File: config.mk
export PLATFORM = sky130hd
export DESIGN_NAME = rtc_bus_sequencer
export DESIGN_NICKNAME = d
export VERILOG_FILES = /design/src/rtl/rtc_bus_sequencer.sv
export SDC_FILE = /design/constraint.sdc
export NUM_CORES = 1
export LEC_CHECK = 0
export CAP_MARGIN = 20
export CORE_UTILIZATION = 45
export CTS_CLUSTER_DIAMETER = 40
export CTS_CLUSTER_SIZE = 12
export DETAILED_ROUTE_END_ITERATION = 8
export DONT_BUFFER_PORTS = 1
export PLACE_DENSITY = 0.59
export SETUP_SLACK_MARGIN = 0.3
export SLEW_MARGIN = 20
export SYNTH_ARGS = -nofsm -noshare
export SYNTH_HDL_FRONTEND = slang
export SYNTH_SLANG_ARGS = --single-unit
File: constraint.sdc
create_clock -name clkL -period 3.7 [get_ports clkL]
set_input_delay 0.185 -clock clkL [delete_from_list [all_inputs] [get_ports clkL]]
set_output_delay 0.185 -clock clkL [all_outputs]
set_load 0.02 [all_outputs]
File: src/rtl/rtc_bus_sequencer.sv
// rtc_bus_sequencer
//   Arbitrates a read requester (time/date polling) and a write requester (time set/config)
//   onto the single multiplexed address/data RTC bus. Each granted access runs an address
//   phase then a data phase, and the block is the only driver of the RTC pins.
//   All outputs are registered and depend on state only.
//
// Ports
//   clkL, resetL            clock, asynchronous active-high reset
//   rd_req/rd_addr          read request (held until rd_ack) and register address
//   rd_ack/rd_done/rd_data  grant pulse, data-valid pulse, last read byte
//   wr_req/wr_addr/wr_data  write request (held until wr_ack), address and byte
//   wr_ack/wr_done          grant pulse, write-strobe-complete pulse
//   CS/RD/WR                active-low chip select and strobes
//   AD                      0 = address phase, 1 = data phase
//   bus_out/bus_oe/bus_in   multiplexed bus pad interface
//   busy                    high whenever not idle

module rtc_bus_sequencer #(
   parameter int unsigned PW  = 4,  // strobe low width, 1..15
   parameter int unsigned GAP = 2   // recovery cycles after each transaction, 1..15
) (
   input  logic       clkL,
   input  logic       resetL,
   input  logic       rd_req,
   input  logic [7:0] rd_addr,
   output logic       rd_ack,
   output logic       rd_done,
   output logic [7:0] rd_data,
   input  logic       wr_req,
   input  logic [7:0] wr_addr,
   input  logic [7:0] wr_data,
   output logic       wr_ack,
   output logic       wr_done,
   output logic       CS,
   output logic       RD,
   output logic       WR,
   output logic       AD,
   output logic [7:0] bus_out,
   output logic       bus_oe,
   input  logic [7:0] bus_in,
   output logic       busy
);

   typedef enum logic [2:0] {
      StIdle, StAddrSetup, StAddrStrobe, StAddrHold,
      StDataSetup, StDataStrobe, StDataHold, StRecover
   } state_e;

   localparam logic [3:0] PwCnt  = 4'(PW);
   localparam logic [3:0] GapCnt = 4'(GAP);

   state_e     state_q, state_d;
   logic [3:0] cnt_q, cnt_d;
   logic       op_q, op_d;      // 1 = write
   logic       last_q, last_d;  // last grant, 1 = write
   logic [7:0] addr_q, addr_d;
   logic [7:0] data_q, data_d;
   logic       grant_wr;

   logic       cs_d, rd_d, wr_d, ad_d, oe_d, busy_d;
   logic       rd_ack_d, wr_ack_d, rd_done_d, wr_done_d;
   logic [7:0] bus_out_d;
   logic       sample_rd;

   // Leaving the last read DATA_STROBE cycle: RD is still low on this edge.
   assign sample_rd = (state_q == StDataStrobe) && (cnt_q == 4'd1) && !op_q;

   // State register and registered outputs
   always_ff @(posedge clkL or posedge resetL) begin
      if (resetL) begin
         state_q <= StIdle;
         cnt_q   <= 4'd0;
         op_q    <= 1'b0;
         last_q  <= 1'b0;
         addr_q  <= 8'h00;
         data_q  <= 8'h00;
         CS      <= 1'b1;
         RD      <= 1'b1;
         WR      <= 1'b1;
         AD      <= 1'b1;
         bus_oe  <= 1'b0;
         bus_out <= 8'h00;
         busy    <= 1'b0;
         rd_ack  <= 1'b0;
         wr_ack  <= 1'b0;
         rd_done <= 1'b0;
         wr_done <= 1'b0;
         rd_data <= 8'h00;
      end else begin
         state_q <= state_d;
         cnt_q   <= cnt_d;
         op_q    <= op_d;
         last_q  <= last_d;
         addr_q  <= addr_d;
         data_q  <= data_d;
         CS      <= cs_d;
         RD      <= rd_d;
         WR      <= wr_d;
         AD      <= ad_d;
         bus_oe  <= oe_d;
         bus_out <= bus_out_d;
         busy    <= busy_d;
         rd_ack  <= rd_ack_d;
         wr_ack  <= wr_ack_d;
         rd_done <= rd_done_d;
         wr_done <= wr_done_d;
         if (sample_rd) rd_data <= bus_in;
      end
   end

   // Next-state: arbitration in idle, phase counter elsewhere
   always_comb begin
      state_d  = state_q;
      cnt_d    = cnt_q;
      op_d     = op_q;
      last_d   = last_q;
      addr_d   = addr_q;
      data_d   = data_q;
      grant_wr = 1'b0;
      case (state_q)
         StIdle: begin
            if (rd_req || wr_req) begin
               // Round-robin on conflict: favour whoever was not granted last.
               grant_wr = wr_req && (!rd_req || !last_q);
               op_d     = grant_wr;
               last_d   = grant_wr;
               addr_d   = grant_wr ? wr_addr : rd_addr;
               data_d   = grant_wr ? wr_data : data_q;
               state_d  = StAddrSetup;
               cnt_d    = 4'd1;
            end
         end
         default: begin
            if (cnt_q > 4'd1) begin
               cnt_d = cnt_q - 4'd1;
            end else begin
               case (state_q)
                  StAddrSetup:  begin state_d = StAddrStrobe; cnt_d = PwCnt;  end
                  StAddrStrobe: begin state_d = StAddrHold;   cnt_d = 4'd1;   end
                  StAddrHold:   begin state_d = StDataSetup;  cnt_d = 4'd1;   end
                  StDataSetup:  begin state_d = StDataStrobe; cnt_d = PwCnt;  end
                  StDataStrobe: begin state_d = StDataHold;   cnt_d = 4'd1;   end
                  StDataHold:   begin state_d = StRecover;    cnt_d = GapCnt; end
                  default:      begin state_d = StIdle;       cnt_d = 4'd0;   end
               endcase
            end
         end
      endcase
   end

   // Output decode of the next state, so the pins register together with the state
   always_comb begin
      cs_d      = 1'b1;
      rd_d      = 1'b1;
      wr_d      = 1'b1;
      ad_d      = 1'b1;
      oe_d      = 1'b0;
      bus_out_d = 8'h00;
      rd_ack_d  = 1'b0;
      wr_ack_d  = 1'b0;
      rd_done_d = 1'b0;
      wr_done_d = 1'b0;
      busy_d    = (state_d != StIdle);
      case (state_d)
         StAddrSetup, StAddrStrobe, StAddrHold: begin
            cs_d      = 1'b0;
            ad_d      = 1'b0;
            oe_d      = 1'b1;
            bus_out_d = addr_d;
            wr_d      = (state_d != StAddrStrobe);  // WR latches the address in the RTC
            rd_ack_d  = (state_d == StAddrSetup) && !op_d;
            wr_ack_d  = (state_d == StAddrSetup) && op_d;
         end
         StDataSetup, StDataStrobe, StDataHold: begin
            cs_d      = 1'b0;
            oe_d      = op_d;  // read phase releases the bus before RD falls
            bus_out_d = op_d ? data_d : 8'h00;
            wr_d      = !((state_d == StDataStrobe) && op_d);
            rd_d      = !((state_d == StDataStrobe) && !op_d);
            rd_done_d = (state_d == StDataHold) && !op_d;
            wr_done_d = (state_d == StDataHold) && op_d;
         end
         default: ;
      endcase
   end

endmodule

Yosys cells after proc, flatten, opt, wreduce, memory -nomap -nowiden. Cells that the tools add are included.

Word-level logic and storage cells: 87. Register bits: 51.

Equal/unequal tests: 15. Add/sub/neg operators: 1. Muxes and demuxes: 27. Reductions and logical operators: 25. Magnitude comparators: 1.

Operators with widths (count): two-way mux 8 bit (7); equality test 3 bit, second input constant (6); case mux 3 bit (6 select lines) (1); case mux 8 bit (2 select lines) (1); equality test 3 x 2 -> 1 bit, second input constant (4); two-way mux 4 bit (3); logical AND 1 bit (9); two-way mux 1 bit (9); two-way mux 3 bit (3); case mux 3 bit (3 select lines) (1); OR reduction 3 bit (3); equality test 3 x 1 -> 1 bit, second input constant (2); zero test 1 bit (6); OR reduction 6 bit (1); equality test 4 x 1 -> 1 bit, second input constant (1); greater-than comparator 4 x 1 -> 1 bit, second input constant (1); case mux 1 bit (2 select lines) (2); subtractor 4 x 1 -> 4 bit, second input constant (1); zero test 3 bit (1); != test 3 x 2 -> 1 bit, second input constant (1); nonzero test 3 bit (1); logical OR 1 bit (2); != test 2 bit, second input constant (1); AND reduction 2 bit (1); OR reduction 2 bit (1).

Logic depth before layout (Yosys ltp).
Depth after elaboration: 9. Gate-level depth with buffers: 9.

Worst setup path before layout. No wires, ideal clock.

Path kind: register -> register. From: register state_q[1]. To: register bus_out[0]. Cell stages (with the launch flop): 10. Data arrival time: 2.065 ns. Path buffers: 1. Required time: 3.578 ns. Setup slack: 1.513 ns. Cells stage by stage: dfrtp_1 > inv_1 > ha_1 > or2_2 > or4_4 > a32oi_4 > inv_2 > buf_6 > and2_1 > a32o_1.

Longest elaborated chain between the ends: 7. Elaborated cells on any way between the ends: 24. Classes of those cells: eq/ne: 12; mux: 9; reduce/logical: 3.

Ends and longest elaborated chain: from (decl) (line 52) `state_e state_q, state_d;`; from (signal assigned) (line 71) `state_q <= StIdle;`; from (signal assigned) (line 90) `state_q <= state_d;`; equality test 3 bit, or another cell as far along (line 137) `case (state_q)`; case mux 3 bit (6 select lines) (line 137); two-way mux 3 bit (line 134) `if (cnt_q > 4'd1) begin`; two-way mux 3 bit (*) (line 120) `case (state_q)`; via state_d[2] (line 52); equality test 3 bit, or another cell as far along (line 164) `case (state_d)`; OR reduction 3 bit (line 164); case mux 8 bit (2 select lines) (*) (line 164); via bus_out_d[0] (line 62) `logic [7:0] bus_out_d;`; to (signal assigned) (line 101) `bus_out <= bus_out_d;`; to (decl) (line 38) `output logic [7:0] bus_out,`.

Mark *: on every way through the listed nets, which the timed path passes. The rest lies on a longest branch. A chain may end at the register's enable or synchronous reset.

Final worst setup path.
From: register state_q[0]. To: register bus_out[7].

Elaborated cells on any way between the ends: 24. Classes of those cells: eq/ne: 12; mux: 9; reduce/logical: 3.

RTL lines: zero test 3 bit (line 120); two-way mux 8 bit (line 120); via data_d[7] (line 57) `logic [7:0] data_q, data_d;`; two-way mux 8 bit (line 177) `bus_out_d = op_d ? data_d : 8'h00;`; case mux 8 bit (2 select lines) (line 164); via bus_out_d[7] (line 62).

The timed path passes the listed nets, and every way through them passes these cells.

==> metrics.csv <==
metric,value,unit
outcome,completed,
grt.total_usage,18.7,%
io_buffers,0,
layout-drive-gt1-share,21.8,%
io_pins,62,
p_leak,1.08,nW
relSlewSlack,39.8,%
layout_commonest_cell,dfrtp_1,
path_cells,inv_1 > ha_1 > nor2b_2 > and3_1 > mux2_2 > and2_1 > a32o_1,
cp.required,3.89,ns
die_w,73.3,microns
rsz0062_at_grt,no,
syn-num-nets,233,
place_ws,0.891,ns
power_density,1050,nW/um^2
timing.critical_path.to,bus_out[7],
wirelength,4.52,mm
avgSynthCellArea,12.0,sq um
ys_ff_latch,51,
cts_tree,yes,
fin_tns_setup,0,ns
synth_top_area_cell,dfrtp_1,
ys_seq_area_share,56.0,%
timing_hold_violations_final,0,
skew,0.00355,ns
clk_latency,0.30,ns
fin_crit_sh,75.0,%
irDropWorstVdd,0.000399,V
drc,0,
finish.net_count,235,
grt_overflow,0,
place.gp.congestion,0.895,
synth_edf_count,0,
dieArea,5370,sq um
grt_first_pass_wirelength,7.36,mm
avgRoutedWirePerCell,17.4,microns
htreeDepth,2,
antenna_cells,0,
slew_viol_final,0,
place_area,2340,sq um
initial_core_util,47.5,%
drt_iter0_drc,111,
netlist_area,2290,sq um
row_count,25,
antenna_found_initial,0,
crit_slowest_cell,and3_1,
root_buffer,clkbuf_8,
antenna_left,0,
mostFrequentLayoutCells,"47 x dfrtp_1, 24 x nand2_1, 16 x mux2_2",
crit_buf_inv,1,
crit_path_start,state_q[0],
cts_resized,0,
max-clock-path-buffers,2,
cp-end-kind,flip-flop,
worstSetupPathDepth,7,
cap_violations,0,
cp_top_family,simple AND/OR/NAND/NOR gates,
synth_ff_type,dfrtp_1,
finalSetupViolations,0,
setup_slack,0.924,ns
arrival,2.97,ns
hold_path_class,in -> reg,
synth_cells,190,
worstMarginPinSlew,0.895,ns
die_h,73.3,microns
hpwl,3.21,mm
rrSetupSlack,0.92,ns
ff2ff_path_depth,7,
reg2reg_to,bus_out[7],
finalCriticalPeriod,2.78,ns
fmax,0.360,GHz
critical_path_class,reg -> reg,
grt_max_degree,52,
synth_top_area_share,51.4,%
critPathMaxFanout,18,
ys_types,42,
dr.pass1.iters,4,
vias,1444,
start_kind,flip-flop,
vias_per_cell,5.55,
clkTransAtPathRegs,0.09,ns
cts_buffers,5,
fin_area,2440,sq um
slowest_delay,0.73,ns
area_growth,6.78,%
cts.sinks,51,
yosysWarnings,0,
synth_area_leaders,"dfrtp_1 51%, mux2_2 7.9%, dfstp_2 4.6%, nand2_1 3.9%, ha_1 3.8%",
core_area,4820,sq um
timing.rr.start,state_q[0],
grt_pass1_vias,1541,
async_flop_share,100,%
## synthesized netlist by cell type, drive strengths merged (4+ instances only)
library cell	number
or2	4
nor2	9
dfstp	4
ha	7
inv	9
a22oi	9
buf	5
dfrtp	47
o21ai	7
a32o	8
and2	8
mux2	16
nand2	24
## logic make-up after synthesis
kind of cell / after synthesis / synth area share (%)
compound gates: 37 / 13.3
fa+ha+maj: 7 / 3.83
buf+inv: 15 / 3.01
flops: 51 / 56.0
mux: 18 / 9.08
simple gates: 62 / 14.8
## flip-flops by register name, indices dropped and copies added (netlist names)
signal / count
bus_out: 8
busy: 1
wr_done: 1
data_q: 8
rd_ack: 1
addr_q: 8
AD: 1
op_q: 1
CS: 1
rd_data: 8
last_q: 1
bus_oe: 1
wr_ack: 1
rd_done: 1
RD: 1
WR: 1
state_q: 3
cnt_q: 4
## what timing repair did
action / CTS / global route
endpoints found under the setup margin: 0 / 0
hold endpoints to repair: 0 / 47
hold buffers: 0 / 1
setup buffers: 0 / 0
## worst min path at each step
stage / startpoint / to / slack, ns / cells after the start
2_1_floorplan: bus_in[0] / rd_data[0] / 0.34 / 1
3_3_place_gp: resetL / data_q[7] / 0.34 / 1
3_5_place_dp: bus_in[5] / rd_data[5] / 0.34 / 1
4_1_cts: bus_in[5] / rd_data[5] / 0.02 / 1
5_1_grt: bus_in[2] / rd_data[2] / 0.008 / 1
6_report: bus_in[6] / rd_data[6] / 0.03 / 1
## per-layer routing
metal	wire length [microns]	global-route usage (%)	vias up
li1	-	-	671
met1	1840	21.5	714
met2	2300	30.7	44
met3	216	6.04	15
met4	168	10.7	0
met5	0	0	-
## worst register-to-register path, stage by stage, from the launching register on
cell and delay [ns]:
dfrtp_1 0.41, inv_1 0.13, ha_1 0.25, nor2b_2 0.34, and3_1 0.73, mux2_2 0.43
and2_1 0.16, a32o_1 0.21
## power by group
group | internal, mW | switching [mW] | leakage (nW)
clock network | 0.153 | 0.178 | 0.0484
logic | 0.486 | 0.656 | 0.409
registers | 0.830 | 0.266 | 0.622
total | 1.47 | 1.10 | 1.08
## through the flow
step / util (%) / cells / hold slack [ns] / total power, mW
floorplan: - / 190 / 0.337 / 2.03
global placement: 48.5 / 251 / 0.338 / 2.21
detailed placement: 48.5 / 251 / 0.341 / 2.25
CTS: 50.5 / 259 / 0.0190 / 2.60
global route: 50.7 / 260 / 0.00846 / 2.77
finish: 50.7 / 260 / 0.0279 / 2.57
## area by class of cell
| cell class | instances | area (sq um) |
|---|---|---|
| clock buffers | 7 | 86.3 |
| clock inverters | 1 | 8.76 |
| fillers | 441 | 2370 |
| inverters | 9 | 35.0 |
| multi-input cells | 124 | 938 |
| flip-flops and latches | 51 | 1280 |
| well taps | 67 | 83.8 |
| repair buffers | 1 | 10.0 |
Power figures use the tool's default switching activity.
